`config.mk`:
```
export PLATFORM = sky130hd
export DESIGN_NAME = ctrl_seq_flat
export DESIGN_NICKNAME = d
export VERILOG_FILES = /design/src/rtl/ctrl_seq_if.sv /design/src/rtl/ctrl_seq.sv /design/src/flat_wrapper.sv
export SDC_FILE = /design/constraint.sdc
export NUM_CORES = 1
export LEC_CHECK = 0
export ABC_CLOCK_PERIOD_IN_PS = 2650
export BUFFER_PORTS_ARGS = -buffer_cell sky130_fd_sc_hd__buf_4
export CAP_MARGIN = 40
export CORE_MARGIN = 5
export CORE_UTILIZATION = 50
export DETAILED_ROUTE_END_ITERATION = 12
export GPL_TIMING_DRIVEN = 0
export HOLD_SLACK_MARGIN = 0.02
export PLACE_DENSITY = 0.93
export SYNTH_ARGS = -nofsm -noshare
export SYNTH_HDL_FRONTEND = slang
export SYNTH_SLANG_ARGS = --single-unit
```
`constraint.sdc`:
```
create_clock -name clk -period 2.65 [get_ports clk]
set_input_delay 0 -clock clk [delete_from_list [all_inputs] [get_ports clk]]
set_output_delay 0 -clock clk [all_outputs]
set_load 0.005 [all_outputs]
```
`src/rtl/ctrl_seq_if.sv`:
```
// ============================================================================
//  Module      : ctrl_seq_if
//  Description : Instruction-memory req/ack fetch port of the ctrl_seq sequencer.
//  Revision    : 1.0  initial release
// ============================================================================
`default_nettype none

interface ctrl_seq_if;
  logic [15:0] imem_addr;
  logic        imem_req;
  logic        imem_ack;
  logic [15:0] imem_data;

  modport master (
    output imem_addr,
    output imem_req,
    input  imem_ack,
    input  imem_data
  );

  modport slave (
    input  imem_addr,
    input  imem_req,
    output imem_ack,
    output imem_data
  );
endinterface

`default_nettype wire

```
`src/rtl/ctrl_seq.sv`:
```
// ============================================================================
//  Module      : ctrl_seq
//  Description : Multi-cycle fetch/decode sequencer driving the 16-bit datapath
//                control strobes. Optional perf counters under CTRL_PERFCNT_EN.
//  Revision    : 1.0  initial release
// ============================================================================
`default_nettype none

module ctrl_seq #(
  parameter logic [15:0] HOLD_WORD   = 16'h0FFF,
  parameter int          ACK_TIMEOUT = 255
) (
  input  wire logic        clk,
  input  wire logic        reset,
  input  wire logic [15:0] pcout,
  ctrl_seq_if.master       imem,
  output logic      [15:0] isr,
  output logic             regw,
  output logic             memw,
  output logic             sflag,
  output logic      [1:0]  memin,
  output logic      [1:0]  spi,
  output logic             pcin,
  output logic             pci,
  output logic             halted,
  output logic             fault
`ifdef CTRL_PERFCNT_EN
  ,
  output logic      [31:0] retired,
  output logic      [31:0] stall_cyc
`endif
);

  localparam logic [2:0] c_ST_FETCH     = 3'd0;
  localparam logic [2:0] c_ST_EXEC      = 3'd1;
  localparam logic [2:0] c_ST_EXT_ADV   = 3'd2;
  localparam logic [2:0] c_ST_EXT_FETCH = 3'd3;
  localparam logic [2:0] c_ST_HALT      = 3'd4;
  localparam logic [2:0] c_ST_FAULT     = 3'd5;

  localparam logic [3:0] c_OP_PUSH  = 4'b1000;
  localparam logic [3:0] c_OP_POP   = 4'b1001;
  localparam logic [3:0] c_OP_CALL  = 4'b1010;
  localparam logic [3:0] c_OP_RET   = 4'b1011;
  localparam logic [3:0] c_OP_PUSHI = 4'b1100;
  localparam logic [3:0] c_OP_BR    = 4'b1101;
  localparam logic [3:0] c_OP_NOP   = 4'b1110;
  localparam logic [3:0] c_OP_HALT  = 4'b1111;

  localparam logic [1:0] c_MEMIN_X    = 2'd0;
  localparam logic [1:0] c_MEMIN_PC1  = 2'd1;
  localparam logic [1:0] c_MEMIN_XISR = 2'd2;
  localparam logic [1:0] c_SPI_HOLD   = 2'd0;
  localparam logic [1:0] c_SPI_INC    = 2'd1;
  localparam logic [1:0] c_SPI_DEC    = 2'd2;

  // Watchdog counter only ever needs to hold ACK_TIMEOUT-1.
  localparam int               c_WD_W    = (ACK_TIMEOUT > 1) ? $clog2(ACK_TIMEOUT) : 1;
  localparam logic [c_WD_W-1:0] c_WD_LAST = c_WD_W'((ACK_TIMEOUT > 0) ? ACK_TIMEOUT - 1 : 0);

  typedef struct packed {
    logic [15:0] isr;
    logic        regw;
    logic        memw;
    logic        sflag;
    logic [1:0]  memin;
    logic [1:0]  spi;
    logic        pcin;
    logic        pci;
  } ctl_t;

  localparam ctl_t c_HOLD_CTL = '{
    isr:   HOLD_WORD,
    regw:  1'b0,
    memw:  1'b0,
    sflag: 1'b0,
    memin: c_MEMIN_X,
    spi:   c_SPI_HOLD,
    pcin:  1'b1,
    pci:   1'b1
  };

  // Controls for the cycle after a first-word ack. For BR this yields the
  // EXT_ADV controls (plain PC increment to reach the second word).
  function automatic ctl_t f_decode(input logic [15:0] w);
    ctl_t c;
    c = c_HOLD_CTL;
    if (!w[15]) begin
      c.isr   = w;
      c.regw  = 1'b1;
      c.sflag = 1'b1;
      c.pci   = 1'b0;
    end else begin
      case (w[15:12])
        c_OP_PUSH: begin
          c.isr   = w;
          c.memin = c_MEMIN_X;
          c.memw  = 1'b1;
          c.spi   = c_SPI_DEC;
          c.pci   = 1'b0;
        end
        c_OP_POP: begin
          c.isr  = {w[15:14], 3'b001, w[10:0]};
          c.regw = 1'b1;
          c.spi  = c_SPI_INC;
          c.pci  = 1'b0;
        end
        c_OP_CALL: begin
          c.isr   = w;
          c.memin = c_MEMIN_PC1;
          c.memw  = 1'b1;
          c.spi   = c_SPI_DEC;
        end
        c_OP_RET: begin
          c.isr  = w;
          c.pcin = 1'b0;
          c.spi  = c_SPI_INC;
        end
        c_OP_PUSHI: begin
          c.isr   = w;
          c.memin = c_MEMIN_XISR;
          c.memw  = 1'b1;
          c.spi   = c_SPI_DEC;
          c.pci   = 1'b0;
        end
        c_OP_BR:  c.pci = 1'b0;
        c_OP_NOP: c.pci = 1'b0;
        default:  c = c_HOLD_CTL;
      endcase
    end
    return c;
  endfunction

  logic [2:0]        r_state;
  logic [3:0]        r_ir_op;
  logic [3:0]        r_ir_cc;
  logic [c_WD_W-1:0] r_wdog;
  ctl_t              r_ctl;
  logic              r_halted;
  logic              r_fault;

  logic [2:0]        w_state_nx;
  logic [c_WD_W-1:0] w_wdog_nx;
  ctl_t              w_ctl_nx;
  logic              w_halted_nx;
  logic              w_fault_nx;
  logic              w_ir_ld;
  logic              w_fetching;
  logic              w_ack;
  logic              w_wd_expire;

  assign w_fetching  = (r_state == c_ST_FETCH) || (r_state == c_ST_EXT_FETCH);
  assign w_ack       = w_fetching && imem.imem_ack;
  assign w_wd_expire = (ACK_TIMEOUT != 0) && (r_wdog == c_WD_LAST);

  assign imem.imem_addr = pcout;
  assign imem.imem_req  = w_fetching && !reset;

  always_comb begin
    w_state_nx  = r_state;
    w_wdog_nx   = '0;
    w_ctl_nx    = c_HOLD_CTL;
    w_halted_nx = r_halted;
    w_fault_nx  = r_fault;
    w_ir_ld     = 1'b0;
    case (r_state)
      c_ST_FETCH, c_ST_EXT_FETCH: begin
        if (w_ack) begin
          if (r_state == c_ST_FETCH) begin
            w_ir_ld    = 1'b1;
            w_ctl_nx   = f_decode(imem.imem_data);
            w_state_nx = (imem.imem_data[15:12] == c_OP_BR) ? c_ST_EXT_ADV : c_ST_EXEC;
          end else begin
            w_ctl_nx.isr = {r_ir_cc, imem.imem_data[11:0]};
            w_state_nx   = c_ST_EXEC;
          end
        end else if (w_wd_expire) begin
          w_state_nx = c_ST_FAULT;
          w_fault_nx = 1'b1;
        end else if (ACK_TIMEOUT != 0) begin
          w_wdog_nx = r_wdog + 1'b1;
        end
      end
      c_ST_EXT_ADV: begin
        w_state_nx = c_ST_EXT_FETCH;
      end
      c_ST_EXEC: begin
        if (r_ir_op == c_OP_HALT) begin
          w_state_nx  = c_ST_HALT;
          w_halted_nx = 1'b1;
        end else begin
          w_state_nx = c_ST_FETCH;
        end
      end
      c_ST_HALT, c_ST_FAULT: begin
        w_state_nx = r_state;
      end
      default: begin
        w_state_nx = c_ST_FETCH;
      end
    endcase
  end

  always_ff @(posedge clk or posedge reset) begin
    if (reset) begin
      r_state  <= c_ST_FETCH;
      r_ir_op  <= 4'd0;
      r_ir_cc  <= 4'd0;
      r_wdog   <= '0;
      r_ctl    <= c_HOLD_CTL;
      r_halted <= 1'b0;
      r_fault  <= 1'b0;
    end else begin
      r_state  <= w_state_nx;
      r_wdog   <= w_wdog_nx;
      r_ctl    <= w_ctl_nx;
      r_halted <= w_halted_nx;
      r_fault  <= w_fault_nx;
      if (w_ir_ld) begin
        r_ir_op <= imem.imem_data[15:12];
        r_ir_cc <= imem.imem_data[3:0];
      end
    end
  end

  assign isr    = r_ctl.isr;
  assign regw   = r_ctl.regw;
  assign memw   = r_ctl.memw;
  assign sflag  = r_ctl.sflag;
  assign memin  = r_ctl.memin;
  assign spi    = r_ctl.spi;
  assign pcin   = r_ctl.pcin;
  assign pci    = r_ctl.pci;
  assign halted = r_halted;
  assign fault  = r_fault;

`ifdef CTRL_PERFCNT_EN
  logic [31:0] r_retired;
  logic [31:0] r_stall_cyc;

  // HALT/FAULT are neither EXEC nor fetch states, so both counters freeze there.
  always_ff @(posedge clk or posedge reset) begin
    if (reset) begin
      r_retired   <= 32'd0;
      r_stall_cyc <= 32'd0;
    end else begin
      if (r_state == c_ST_EXEC) begin
        r_retired <= r_retired + 32'd1;
      end
      if (w_fetching && imem.imem_req && !imem.imem_ack) begin
        r_stall_cyc <= r_stall_cyc + 32'd1;
      end
    end
  end

  assign retired   = r_retired;
  assign stall_cyc = r_stall_cyc;
`endif

endmodule

`default_nettype wire

```
`src/flat_wrapper.sv`:
```
// flat-port wrapper written by rule: the top's interface ports become plain ports
module ctrl_seq_flat 
#(
  parameter logic [15:0] HOLD_WORD   = 16'h0FFF,
  parameter int          ACK_TIMEOUT = 255
)
  (clk, reset, pcout, isr, regw, memw, sflag, memin, spi, pcin, pci, halted, fault, imem_imem_addr, imem_imem_req, imem_imem_ack, imem_imem_data);
  ctrl_seq_if imem_i ();
  input  wire logic clk;
  input  wire logic reset;
  input  wire logic [15:0] pcout;
  output logic      [15:0] isr;
  output logic regw;
  output logic memw;
  output logic sflag;
  output logic      [1:0] memin;
  output logic      [1:0] spi;
  output logic pcin;
  output logic pci;
  output logic halted;
  output logic fault;
  output wire logic [$bits(imem_i.imem_addr)-1:0] imem_imem_addr;
  output wire logic [$bits(imem_i.imem_req)-1:0] imem_imem_req;
  input wire logic [$bits(imem_i.imem_ack)-1:0] imem_imem_ack;
  input wire logic [$bits(imem_i.imem_data)-1:0] imem_imem_data;
  assign imem_imem_addr = imem_i.imem_addr;
  assign imem_imem_req = imem_i.imem_req;
  assign imem_i.imem_ack = imem_imem_ack;
  assign imem_i.imem_data = imem_imem_data;
  ctrl_seq #(.HOLD_WORD(HOLD_WORD), .ACK_TIMEOUT(ACK_TIMEOUT)) u_core (.clk(clk), .reset(reset), .pcout(pcout), .imem(imem_i), .isr(isr), .regw(regw), .memw(memw), .sflag(sflag), .memin(memin), .spi(spi), .pcin(pcin), .pci(pci), .halted(halted), .fault(fault));
endmodule
```
==> impl_metrics.tcl, run 1 <==
set metrics [dict create \
    nets 298 \
    nFillCells 278 \
    ir_worst_vdd_v 0.000436 \
    synthArstFlopShare_pct 100 \
    die_h_um 73.7 \
    hold_violations 0 \
    antenna_found_initial 0 \
    setup_viol 0 \
    rows 23 \
    holdPathStages 3 \
    synth_edf_count 0 \
    hold_class "in -> reg" \
    seqCellArea_mm2 0.00114 \
    drt.antenna.violating_nets 0 \
    netlist_area_mm2 0.00203 \
    grt_pass1_vias 1754 \
    die-area_mm2 0.00543 \
    period_minus_slack_ns 1.69 \
    synth_cells 177 \
    vias 1562 \
    yosys-top-cells-area "dfrtp_1, dfstp_2, buf_4" \
    maxSlewHeadroom_pct 66.9 \
    pwr_density_cell_mw_per_mm2 607 \
    r2r_cells 4 \
    worstPathArrival_ns 1.87 \
    wl_per_cell_um 14.9 \
    drc 0 \
    final_util_pct 71.3 \
    post-route-period-util_pct 63.8 \
    cts.htree.levels 2 \
    synth.top_cell.area_share_pct 38.2 \
    core_mm2 0.00397 \
    area_delta_synth_final_pct 39.5 \
    critPathRequiredTime_ns 2.83 \
    yosys.area.top_type "dfrtp_1" \
    p_leak_nw 1.34 \
    synth_flop_cell "dfrtp_1" \
    ys_seq_area_share_pct 56.4 \
    io_buffers 60 \
    r2r_slack_ns 0.96 \
    cts_sinks 45 \
    ys_ff_latch 45 \
    clock_skew_ns 0.00799 \
    yosysMostFrequentCell "dfrtp_1" \
    total_power_w 0.00172 \
    grt_pass1_wl_um 7820 \
    gp_congestion 0.836 \
    grt_overflow 0 \
    timing.final.max_slew_violations 0 \
    cts_inserted_buffers 5 \
    worst_slew_pin_slew_ns 0.494 \
    drv_cap 0 \
    firstDrtPassIters 4 \
    drive_gt1_share_pct 46.9 \
    insertedDiodeCount 0 \
    hold_slack_ns 0.0431 \
    clock_path_buffers 2 \
    multi_input_area_um2 702 \
    status "finished clean" \
    crit_fanout 10 \
    synth_nets 214 \
    synth.top_cells.by_count "dfrtp_1, buf_4, nor2_1" \
    cp-end-kind "flip-flop" \
    synth_cell_type_count 40 \
    ys_warn_count 0 \
    path_clk_slew_ns 0.07 \
    grt_start_max_net_pins 26 \
    start_kind "flip-flop" \
    drt-total-wl_um 4650 \
    initial_core_util_pct 51.1 \
    io_pins 79 \
    cts_resized 0 \
    cts_tree "yes" \
    fmax_mhz 591 \
    grt_use_total_pct 19.0 \
    avgSynthCellArea_um2 11.5 \
    rsz0062_at_grt "no" \
    routed_via_density 5.01 \
    die_w_um 73.7 \
    tns_ns 0 \
    critical_path_class "reg -> reg" \
    clk_latency_ns 0.30 \
    dr.first_iter.drc_count 71 \
    postCtsSetupBuffers 0 \
    root_buffer "clkbuf_8" \
    dpl.hpwl_um 3250 \
]
-- report_power, final --
| part | internal (W) | leakage, nW | total, W | switching (W) |
|---|---|---|---|---|
| Combinational | 0.000230 | 0.724 | 0.000396 | 0.000166 |
| Clock | 0.000236 | 0.0542 | 0.000458 | 0.000222 |
| Sequential | 0.000791 | 0.562 | 0.000864 | 0.0000723 |
-- repair_timing --
action / 4_1_cts / 5_1_grt
endpoints found under the setup margin: 0 / 0
endpoints found under the hold margin: 29 / 0
hold buffers: 16 / 0
-- state kept, by name, summed over array words and instances, names as in the netlist, 2 cells and up --
register and cells:
u_core.isr 16, u_core.r_wdog 8, u_core.r_ir_cc 4, u_core.r_ir_op 4, u_core.r_state 3, u_core.memin 2
-- per-stage QoR --
stage / area (um2) / setup WS (ns) / std cells
2_1_floorplan: 2030 / 1.19 / 177
3_3_place_gp: 2540 / 1.04 / 287
3_5_place_dp: 2570 / 0.996 / 288
4_1_cts: 2830 / 0.983 / 312
5_1_grt: 2830 / 0.879 / 312
6_report: 2830 / 0.958 / 312
-- worst paths after layout --
check | end | from
worst min register to register | u_core.halted | u_core.halted
worst min-delay path | u_core.isr[12] | imem_imem_data[12]
worst max-delay path | u_core.r_ir_cc[2] | u_core.r_state[1]
max in group asynchronous | u_core.pcin | reset
worst max register to register | u_core.r_ir_cc[2] | u_core.r_state[1]
min in group asynchronous | u_core.r_wdog[2] | reset
-- placed cells by master (no fill, tap or decap), drive strengths merged, types with 2 or more instances in the layout --
cell / count
or3: 2
buf: 82
or2: 14
dfrtp: 31
xnor2: 4
ha: 2
clkbuf: 9
nand2: 14
nand2b: 3
dlygate4sd3: 16
inv: 4
nand3: 8
dfstp: 14
xor2: 3
a21oi: 5
nor3: 7
mux2: 8
nor2: 15
o21ai: 6
-- worst max-delay path, cell delays in order, from the launching register on --
cell and delay (ns):
dfrtp_1 0.46, nor3_2 0.48, nand2_2 0.15, buf_6 0.18, mux2_4 0.30
-- layer usage --
metal  up-vias  share of wire (%)  global-route usage [%]
li1        738                  -                       -
met1       756                 37                    21.4
met2        60                 55                    33.3
met3         8                7.3                    6.16
met4         0                1.4                    6.84
met5         -                  0                       0
-- final cells by class --
cell class,instances,area share [%]
buffer,23,5.92
clock buffer,7,3.40
clock inverter,1,0.177
inverter,4,0.531
multi-input combinational,105,24.8
sequential,45,40.4
tap,50,2.21
timing repair buffer,77,22.5
-- cell families (layout without fill, tap and decap cells) --
| logic type | Yosys count | in the layout | synth area share (%) |
|---|---|---|---|
| AO/OA/AOI/OAI | 18 | 18 | 5.74 |
| XOR/XNOR | 7 | 7 | 3.02 |
| adder cells (fa/ha/maj) | 2 | 2 | 1.23 |
| buffers and inverters | 27 | 112 | 9.01 |
| flip-flops | 45 | 45 | 56.4 |
| multiplexers | 8 | 8 | 5.37 |
| AND/OR/NAND/NOR | 70 | 70 | 19.2 |
No activity file was read; power rests on OpenSTA's default activity.
==> inputs of run 2 (changes only) <==
- ABC_CLOCK_PERIOD_IN_PS: 2650 -> 1500
- CORE_UTILIZATION: 50 -> 43
- PLACE_DENSITY: 0.93 -> 0.86
- clock period: 2.65 -> 1.5 ns (I/O delays scaled with it)
==> run 2 against run 1 <==
Against the previous run: the flow now finishes with violations (setup timing); cell count grew 5.4%; clock skew grew 0.0017 ns; setup slack lost 1.0 ns; critical endpoint is now u_core.isr[8].
==> impl_metrics.tcl, run 2 (same netlist as run 1, synthesis figures left out) <==
set metrics [dict create \
    rsz0062_at_grt "yes" \
    hold_slack_ns 0.0768 \
    hold_class "in -> reg" \
    drv_cap 0 \
    pwr_density_cell_mw_per_mm2 1070 \
    crit_fanout 10 \
    grt_pass1_vias 1679 \
    critPathRequiredTime_ns 1.73 \
    grt_pass1_wl_um 7620 \
    routed_via_density 4.90 \
    io_buffers 60 \
    cp-end-kind "flip-flop" \
    hold_end "u_core.isr[12]" \
    vias 1613 \
    seqCellArea_mm2 0.00115 \
    clk_latency_ns 0.30 \
    firstDrtPassIters 5 \
    r2r_slack_ns -0.08 \
    critical_path_class "reg -> reg" \
    maxSlewHeadroom_pct 72.6 \
    ir_worst_vdd_v 0.000787 \
    drc 0 \
    dpl_worst_slack_ns -0.129 \
    worstHoldStart "imem_imem_ack" \
    reg2reg_to "u_core.isr[8]" \
    gp_congestion 0.811 \
    period_minus_slack_ns 1.58 \
    drt-total-wl_um 4940 \
    drt.antenna.violating_nets 0 \
    setup_viol 10 \
    dpl.hpwl_um 3200 \
    cts.htree.levels 2 \
    dr.first_iter.drc_count 74 \
    final_util_pct 63.6 \
    cts_inserted_buffers 5 \
    p_leak_nw 1.39 \
    antenna_found_initial 0 \
    multi_input_area_um2 754 \
    final_cell_mix "buf_4, dfrtp_1, dlygate4sd3_1" \
    die_h_um 78.7 \
    hold_violations 0 \
    drive_gt1_share_pct 50.9 \
    rows 25 \
    nFillCells 350 \
    holdPathStages 3 \
    grt_start_max_net_pins 31 \
    grt_use_total_pct 15.9 \
    layout_commonest_cell "buf_4" \
    clock_skew_ns 0.00966 \
    status "finished, violations left" \
    io_pins 79 \
    root_buffer "clkbuf_8" \
    worstPathArrival_ns 1.80 \
    clock_path_buffers 2 \
    cts_sinks 45 \
    path_clk_slew_ns 0.08 \
    core_mm2 0.00466 \
    r2r_cells 5 \
    insertedDiodeCount 0 \
    cts_tree "yes" \
    fmax_mhz 633 \
    timing.final.max_slew_violations 0 \
    nets 311 \
    violations "setup timing" \
    die_w_um 78.7 \
    start_kind "flip-flop" \
    area_delta_synth_final_pct 46.1 \
    setup_ws_ns -0.0792 \
    worst_slew_pin_slew_ns 0.410 \
    largest_reg_flops 16 \
    wl_per_cell_um 15.0 \
    grt_overflow 0 \
    initial_core_util_pct 43.5 \
    post-route-period-util_pct 105 \
    die-area_mm2 0.00619 \
    total_power_w 0.00317 \
    r2r_start "u_core.r_state[1]" \
]
==> run 2: what timing repair did <==
| action | in CTS | in global routing |
|---|---|---|
| endpoints found under the hold margin | 58 | 0 |
| setup buffers | 7 | 5 |
| hold buffers | 17 | 0 |
| gates resized for setup | 6 | 6 |
| pin swaps | 3 | 3 |
| setup endpoints to repair | 20 | 23 |
==> run 2: power by group <==
group          switching [W]  total (W)  internal [W]
clock               0.000390   0.000722      0.000331
sequential          0.000136    0.00154       0.00140
combinational       0.000367   0.000906      0.000538
total               0.000894    0.00317       0.00227
==> run 2: area by class of cell <==
| type | count | share of cell area (%) |
|---|---|---|
| Sequential cell | 45 | 38.7 |
| Multi-Input combinational cell | 105 | 25.5 |
| Timing Repair Buffer | 90 | 24.7 |
| Buffer | 23 | 5.66 |
| Clock buffer | 8 | 2.70 |
| Tap cell | 54 | 2.28 |
| Inverter | 4 | 0.507 |
==> run 2: metal layers <==
layer	global-route usage, %	vias up	routed length [um]
met4	4.55	0	77
met2	29.6	52	2780
li1	-	767	-
met3	4.59	8	286
met5	0	-	0
met1	17.4	786	1800
==> run 2: worst max-delay path: stages, from the launching register on <==
cell,delay [ns]
dfrtp_2,0.49
xor2_4,0.22
nand3b_4,0.18
or2_4,0.26
buf_6,0.13
or2_1,0.21
==> run 2: how the worst max path moves through the flow <==
stage / startpoint / to / slack, ns / cells after the start
finish: u_core.r_state[1] / u_core.isr[8] / -0.08 / 5
global route: u_core.r_state[1] / u_core.isr[8] / -0.12 / 5
CTS: u_core.r_state[0] / u_core.isr[8] / -0.04 / 5
detailed placement: u_core.r_state[1] / u_core.r_ir_op[1] / -0.13 / 4
global placement: u_core.r_state[1] / u_core.r_ir_cc[2] / -0.12 / 4
floorplan: u_core.r_state[1] / u_core.r_ir_cc[1] / 0.04 / 4
==> run 2: per-stage QoR <==
| step | TNS, ns | std cells | instance area [um2] |
|---|---|---|---|
| after floorplan | 0 | 177 | 2030 |
| after global placement | -2.97 | 291 | 2550 |
| after detailed placement | -1.57 | 292 | 2570 |
| after CTS | -0.223 | 324 | 2900 |
| after global routing | -1.34 | 329 | 2960 |
| final | -0.635 | 329 | 2960 |
==> inputs of run 3 (changes only) <==
- MAX_ROUTING_LAYER: default -> met4
==> run 3 against run 2 <==
Against the previous run: the flow still finishes with violations (setup timing); worst hold slack hardly changed; sequential power about the same; critical path depth is the same; non-clock buffer count unchanged; maximum frequency increased by 0.32%; clock skew decreased by 0.0036 ns; global-route usage grew 0.52 points; critical endpoint unchanged; largest power group unchanged.
==> impl_metrics.tcl, run 3 (same netlist as run 1, synthesis figures left out) <==
set metrics [dict create \
    r2r_slack_ns -0.07 \
    holdPathStages 3 \
    gp_congestion 0.823 \
    cts.htree.levels 2 \
    ir_worst_vdd_v 0.000791 \
    reg2reg_to "u_core.isr[8]" \
    period_minus_slack_ns 1.57 \
    maxSlewHeadroom_pct 73.1 \
    clock_skew_ns 0.00603 \
    io_pins 79 \
    violations "setup timing" \
    status "finished, violations left" \
    die_w_um 78.7 \
    setup_viol 10 \
    dr.first_iter.drc_count 68 \
    r2r_start "u_core.r_state[1]" \
    cts_inserted_buffers 5 \
    layout_commonest_cell "buf_4" \
    antenna_found_initial 0 \
    insertedDiodeCount 0 \
    worst_slew_pin_slew_ns 0.403 \
    worstHoldStart "imem_imem_ack" \
    fmax_mhz 635 \
    worst-path-stages 5 \
    nets 311 \
    pwr_density_cell_mw_per_mm2 1070 \
    cts_sinks 45 \
    r2r_cells 5 \
    largest_reg_flops 16 \
    critPathRequiredTime_ns 1.72 \
    drive_gt1_share_pct 50.9 \
    routed_via_density 4.93 \
    die_h_um 78.7 \
    critPathTopFamily "simple AND/OR/NAND/NOR gates" \
    core_mm2 0.00466 \
    clk_latency_ns 0.30 \
    grt_start_max_net_pins 31 \
    rsz0062_at_grt "yes" \
    dpl.hpwl_um 3200 \
    die-area_mm2 0.00619 \
    final_cell_mix "buf_4, dfrtp_1, dlygate4sd3_1" \
    hold_end "u_core.isr[12]" \
    grt_pass1_wl_um 7650 \
    total_power_w 0.00316 \
    crit_fanout 10 \
    clock_path_buffers 2 \
    critPathLaunch "u_core.r_state[1]" \
    critical_path_class "reg -> reg" \
    drt-total-wl_um 4890 \
    root_buffer "clkbuf_8" \
    firstDrtPassIters 5 \
    vias 1621 \
    timing.final.max_slew_violations 0 \
    cp-end-kind "flip-flop" \
    p_leak_nw 1.39 \
    start_kind "flip-flop" \
    critPathSlowestCell "dfrtp_2" \
    wl_per_cell_um 14.9 \
    worstPathArrival_ns 1.80 \
    cts_tree "yes" \
    grt_overflow 0 \
    grt_use_total_pct 16.4 \
    critPathMaxStageDelay_ns 0.49 \
    grt_pass1_vias 1668 \
    hold_violations 0 \
    drc 0 \
    area_delta_synth_final_pct 46.1 \
    rows 25 \
    path_cells "xor2_4 -> nand3b_4 -> or2_4 -> buf_6 -> or2_1" \
    drt.antenna.violating_nets 0 \
    dpl_cell_area_mm2 0.00257 \
    io_buffers 60 \
    initial_core_util_pct 43.5 \
    path_clk_slew_ns 0.08 \
    hold_class "in -> reg" \
    path_buf_inv 1 \
    drv_cap 0 \
    design_area_mm2 0.00296 \
    setup_ws_ns -0.0741 \
    post-route-period-util_pct 105 \
]
[run 3: cell type report]
type	instances	area [um2]
plain buffers	23	168
clock buffers	8	80.1
fillers	350	1700
inverters	4	15.0
multi-input cells	105	754
flip-flops and latches	45	1150
well taps	54	67.6
repair buffers	90	731
[run 3: tightest hold or removal path: stages]
cell,delay (ns)
buf_4,0.15
nand2_1,0.08
o22ai_1,0.09
[run 3: how the worst max path moves through the flow]
stage                             end  slack [ns]
global route            u_core.isr[8]       -0.12
floorplan           u_core.r_ir_cc[1]        0.04
detailed placement  u_core.r_ir_op[1]       -0.13
global placement    u_core.r_ir_cc[2]       -0.12
finish                  u_core.isr[8]       -0.07
CTS                     u_core.isr[8]       -0.04
[run 3: through the flow]
stage	util [%]	std cells	worst slack (ns)	hold WS, ns	setup TNS, ns
after floorplan	-	177	0.0413	0.0342	0
after global placement	54.6	291	-0.125	0.167	-2.97
after detailed placement	55.1	292	-0.129	0.00723	-1.57
after CTS	62.3	324	-0.0350	0.0482	-0.223
after global routing	63.6	329	-0.118	0.0953	-1.35
final	63.6	329	-0.0741	0.0770	-0.609
[run 3: per-layer routing]
metal  GRT usage (%)  vias to the layer above  wire [um]
li1                -                      767          -
met3            3.90                        8        248
met2            29.4                       48       2780
met1            18.3                      798       1790
met4            4.55                        0         72
met5               -                        -          0
[run 3: repair_timing]
| item | 4_1_cts | 5_1_grt |
|---|---|---|
| hold buffers | 17 | 0 |
| setup buffers | 7 | 5 |
| resized for setup | 6 | 6 |
| pin swaps | 3 | 3 |
| endpoints found under the setup margin | 20 | 25 |
| endpoints found under the hold margin | 58 | 0 |
[run 3: power by group]
group / switching, W / internal (W)
clock network: 0.000386 / 0.000331
logic: 0.000365 / 0.000538
registers: 0.000136 / 0.00140
total: 0.000887 / 0.00227
